<file path="config.mk">
export PLATFORM = sky130hd
export DESIGN_NAME = priority_encoder_8x3_seq
export DESIGN_NICKNAME = d
export VERILOG_FILES = /design/src/rtl/priority_encoder_8x3_seq.sv
export SDC_FILE = /design/constraint.sdc
export NUM_CORES = 1
export LEC_CHECK = 0
export ABC_CLOCK_PERIOD_IN_PS = 4600
export BUFFER_PORTS_ARGS = -buffer_cell sky130_fd_sc_hd__buf_2
export CORE_UTILIZATION = 54
export CTS_CLUSTER_SIZE = 40
export DETAILED_ROUTE_END_ITERATION = 8
export HOLD_SLACK_MARGIN = 0.15
export PLACE_DENSITY = 0.81
export SYNTH_ARGS = -nofsm -noshare
export SYNTH_HDL_FRONTEND = slang
export SYNTH_SLANG_ARGS = --single-unit
</file>
<file path="constraint.sdc">
create_clock -name clk -period 4.6 [get_ports clk]
set_input_delay 0.92 -clock clk [delete_from_list [all_inputs] [get_ports clk]]
set_output_delay 0.92 -clock clk [all_outputs]
set_load 0.005 [all_outputs]
</file>
<file path="src/rtl/priority_encoder_8x3_seq.sv">
// priority_encoder_8x3_seq: captures rising edges on eight request lines into
// a pending register and hands out one pending index per cycle over a
// valid/ready handshake.
// Build option: define PRIORITY_ENCODER_8X3_SEQ_RR_EN to replace the fixed
// lowest-index selection with round-robin selection starting after the last
// loaded index.

// Per-request cell: next pending bit and overflow contribution for one index.
module pe8_lane (
  input  logic rise,
  input  logic pend_q,
  input  logic load_hit,
  output logic pend_d,
  output logic ovf_hit
);
  // A new rise wins over the load-clear so an event is never dropped.
  assign pend_d  = rise | (pend_q & ~load_hit);
  // Merging into a bit that stays pending means an event was lost.
  assign ovf_hit = rise & pend_q & ~load_hit;
endmodule

module priority_encoder_8x3_seq (
  input  logic       clk,
  input  logic       rst_n,
  input  logic [7:0] req,
  input  logic       clr,
  input  logic       ready,
  output logic [2:0] y,
  output logic       valid,
  output logic [7:0] pending,
  output logic       overflow
);

  logic [7:0] req_q, req_d;
  logic [7:0] pending_q, pending_d;
  logic [2:0] y_q, y_d;
  logic       valid_q, valid_d;
  logic       overflow_q, overflow_d;

  logic [7:0] rise;
  logic [7:0] load_mask;
  logic [7:0] lane_pend;
  logic [7:0] lane_ovf;
  logic [2:0] sel;
  logic       load;

`ifdef PRIORITY_ENCODER_8X3_SEQ_RR_EN
  logic [2:0] last_q, last_d;
  logic [2:0] idx;
  logic       found;

  // Round-robin pick: scan from last+1 upward, wrapping, first pending bit wins.
  always_comb begin
    sel   = '0;
    idx   = '0;
    found = 1'b0;
    for (int i = 1; i <= 8; i++) begin
      idx = last_q + 3'(i);
      if (!found && pending_q[idx]) begin
        sel   = idx;
        found = 1'b1;
      end
    end
  end
`else
  // Fixed priority pick: lowest pending index wins.
  always_comb begin
    sel = '0;
    for (int i = 7; i >= 0; i--) begin
      if (pending_q[i]) sel = 3'(i);
    end
  end
`endif

  assign rise      = req & ~req_q;
  assign load      = (~valid_q | ready) & (|pending_q);
  assign load_mask = load ? (8'b1 << sel) : 8'b0;

  genvar b;
  generate
    for (b = 0; b < 8; b++) begin : g_lane
      pe8_lane u_lane (
        .rise     (rise[b]),
        .pend_q   (pending_q[b]),
        .load_hit (load_mask[b]),
        .pend_d   (lane_pend[b]),
        .ovf_hit  (lane_ovf[b])
      );
    end
  endgenerate

  // Next-state: clr flushes everything except the edge-detect history.
  always_comb begin
    req_d      = req;
    pending_d  = lane_pend;
    overflow_d = overflow_q | (|lane_ovf);
    valid_d    = load | (valid_q & ~ready);
    y_d        = load ? sel : y_q;
`ifdef PRIORITY_ENCODER_8X3_SEQ_RR_EN
    last_d     = load ? sel : last_q;
`endif
    if (clr) begin
      pending_d  = '0;
      overflow_d = 1'b0;
      valid_d    = 1'b0;
      y_d        = '0;
`ifdef PRIORITY_ENCODER_8X3_SEQ_RR_EN
      last_d     = 3'd7;
`endif
    end
  end

  // State registers; async reset clears all state, including edge history.
  always_ff @(posedge clk or negedge rst_n) begin
    if (!rst_n) begin
      req_q      <= '0;
      pending_q  <= '0;
      y_q        <= '0;
      valid_q    <= 1'b0;
      overflow_q <= 1'b0;
`ifdef PRIORITY_ENCODER_8X3_SEQ_RR_EN
      last_q     <= 3'd7;
`endif
    end else begin
      req_q      <= req_d;
      pending_q  <= pending_d;
      y_q        <= y_d;
      valid_q    <= valid_d;
      overflow_q <= overflow_d;
`ifdef PRIORITY_ENCODER_8X3_SEQ_RR_EN
      last_q     <= last_d;
`endif
    end
  end

  assign y        = y_q;
  assign valid    = valid_q;
  assign pending  = pending_q;
  assign overflow = overflow_q;

endmodule

</file>
==> results.md <==
- Layout net count: ~130
- Initial core utilization: between 50 and 60%
- FF+latch area: around 530 um^2
- Fin Hold WS: ~530 ps
- Slew margin rel.: 50.45%
- Most area-hungry cell type in the Yosys netlist: dfrtp_1
- Final Setup Violations: 0
- Crit-path max FO: 9
- Hold Vio Cnt, Final: 0
- R2r setup slk: between 2000 and 2500 ps
- Max-Cap Viols: 0
- Period minus WS final: 2151 ps
- Die Span X: 44.76 um
- Leakage: slightly above 0.5 nW
- GP Congestion: around 0.78
- Largest net degree at the start of global routing: 22
- Clock tree buffer depth: 2
- Clk_skew: ~3.5 ps
- Sequential area share after synthesis: between 50% and 60%
- Slew Viols, Final: 0
- 1st-iter DRT viols: 12
- Fmax: ~460 MHz
- Post-DRT Antenna Nets: 0
- Total power: 351.7 uW
- GRT Util Overall: about a fifth
- DP Worst Slack: roughly 2300 ps
- Area of the die: 0.002003 mm^2
- Final Cell Area: between 0.001 and 0.0015 mm^2
- TritonCTS Sinks: 21
- CP startpoint kind: register
- Min-Delay Path Class: register to register
- Cell Area, Placed: 0.001066 mm^2
- Drt drc: 0
- Top cell type's share of synthesized area: between 50% and 60%
- DR vias: around 750
- Worst path arrival time: 2340 ps
- Core area: around 0.0017 mm^2
- H-tree Lvls: 1
- # fillers: 166
- Syn_area_per_cell: 10.07 um^2
- Area contributors post-synth: dfrtp_1 (53%), a21oi_1 (6.1%), buf_4 (6.1%)
- Worst-Skew Late Latency: about 300 ps
- Yosys reg bits: 21
- Initial antenna violation count: 0
- DR WL/cell: between 10 and 15 um
- Post-route setup TNS: 0 ps
- Multi-input logic area: 381.6 um^2
- CP Class: register to register
- Port Buffer Count: 24
- Peak supply drop: 202.5 uV
- HPWL after detailed placement: approximately 1.3 mm
- I/O Pins: 25
- Post-synthesis cell area: about 1000 um^2
- RSZ-0062 raised after global routing: false
- Post-CTS Setup Bufs: 0
- TritonCTS buffer count: 3
- Via density per instance: roughly 5.4
- GRT overflow: 0
- DRT Wirelength: around 1.7 mm
- Final Cycle Share: a little under half
- Worst Max-Slew Pin Slew: about 740 ps
- # hold bufs at CTS: 0
- # rows: 15
- Reg clk slew, reported paths: about 110 ps
- Cts repair resizes: 0
- Required time of the critical path: ~4800 ps
- Die height: 44.76 um
- Distinct cells, synth: 28
- Mapped Nets: 110
- P&R area growth vs syn: 10.65%
- CTS tree: done
- First-pass GRT wire length: about 2.8 mm
- Post-Synthesis Cells: 98
- # diodes: 0
- Root cell of the clock tree: clkbuf_4
- First-pass detailed-route iteration total: 4
- Critical path capture point type: register
- Run status: finished, final reports clean
- Vias in the first global route: roughly 650
- Final setup margin: 2449 ps
- Yosys warns: 0
- Share of layout cells above drive strength 1: 25.22%
- PwrDens: 322.0 mW/mm^2
==> logic make-up after synthesis <==
kind of cell           Yosys count  share of synthesized area (%)
and+or+nand+nor                 34                          18.38
AOI/OAI and AO/OA               30                          20.28
buffers and inverters           13                          8.112
DFF                             21                          53.23
==> Yosys cell counts <==
cell and number:
a2111oi_0 1, inv_1 2, o22ai_1 2, or4_1 2
or2_1 1, o41ai_1 1, a31oi_1 1, nor4_1 1
a211oi_1 1, o21ai_1 2, o41ai_4 1, o21ai_0 6
dfrtp_1 21, and2_1 1, nand2b_1 8, and3_1 1
buf_2 1, nor2b_1 5, o21bai_1 1, or3_1 1
nor2_1 10, nand2_1 3, a21oi_1 12, o31ai_2 1
a22o_1 1, clkbuf_1 2, buf_4 8, nor3_1 1
==> per-layer routing <==
| layer | GRT usage (%) | up-vias | wire [um] |
|---|---|---|---|
| met5 | 0 | - | 0 |
| met4 | 7.273 | 0 | 31 |
| met3 | 2.400 | 5 | 80 |
| met2 | 29.41 | 23 | 784 |
| met1 | 26.46 | 348 | 838 |
| li1 | - | 375 | - |
==> per-stage QoR <==
step           util, %  instances
2_1_floorplan        -         98
3_3_place_gp     61.74        136
3_5_place_dp     61.74        136
4_1_cts          63.26        140
5_1_grt          63.26        140
6_report         63.26        140
==> area by class of cell <==
class,instances,share of cell area [%]
Tap cell,25,2.864
Inverter,2,0.6873
Multi-Input combinational cell,64,34.94
Timing Repair Buffer,24,11.00
Sequential cell,21,48.11
Clock buffer,4,2.405
==> power by group <==
group	leakage (nW)	internal [mW]	switching [mW]	total, mW
Clock	0.0150	0.0338	0.0532	0.0870
Sequential	0.265	0.197	0.0110	0.208
Combinational	0.227	0.0255	0.0314	0.0569
==> flip-flops by register name, indices dropped and copies added, names as in the netlist <==
name	flops
pending	8
req_q	8
y	3
overflow	1
valid	1
==> path summary, 6_finish.rpt <==
kind / start / to / cells after the start
worst min register to register: req_q[7] / pending[7] / 2
worst min-delay path: req_q[7] / pending[7] / 2
worst max-delay path: pending[0] / overflow / 5
min in group asynchronous: rst_n / pending[5] / 1
worst max register to register: pending[0] / overflow / 5
max in group asynchronous: rst_n / req_q[1] / 1
==> critical path, cell delays in order, from the launching register on <==
cell and delay, ps:
dfrtp_1 460, or4_1 720, o41ai_4 360, o22ai_1 120, nor4_1 270, a31oi_1 120
==> layout by cell type, fill, tap and decap left out, drive strengths merged, types with 2 or more instances in the layout <==
cell / count
a21oi: 12
buf: 24
clkbuf: 4
dfrtp: 21
inv: 2
nand2: 3
nand2b: 8
nor2: 10
nor2b: 5
o21ai: 8
o22ai: 2
o41ai: 2
or4: 2
Note: power is estimated with default switching activity, not from simulation.
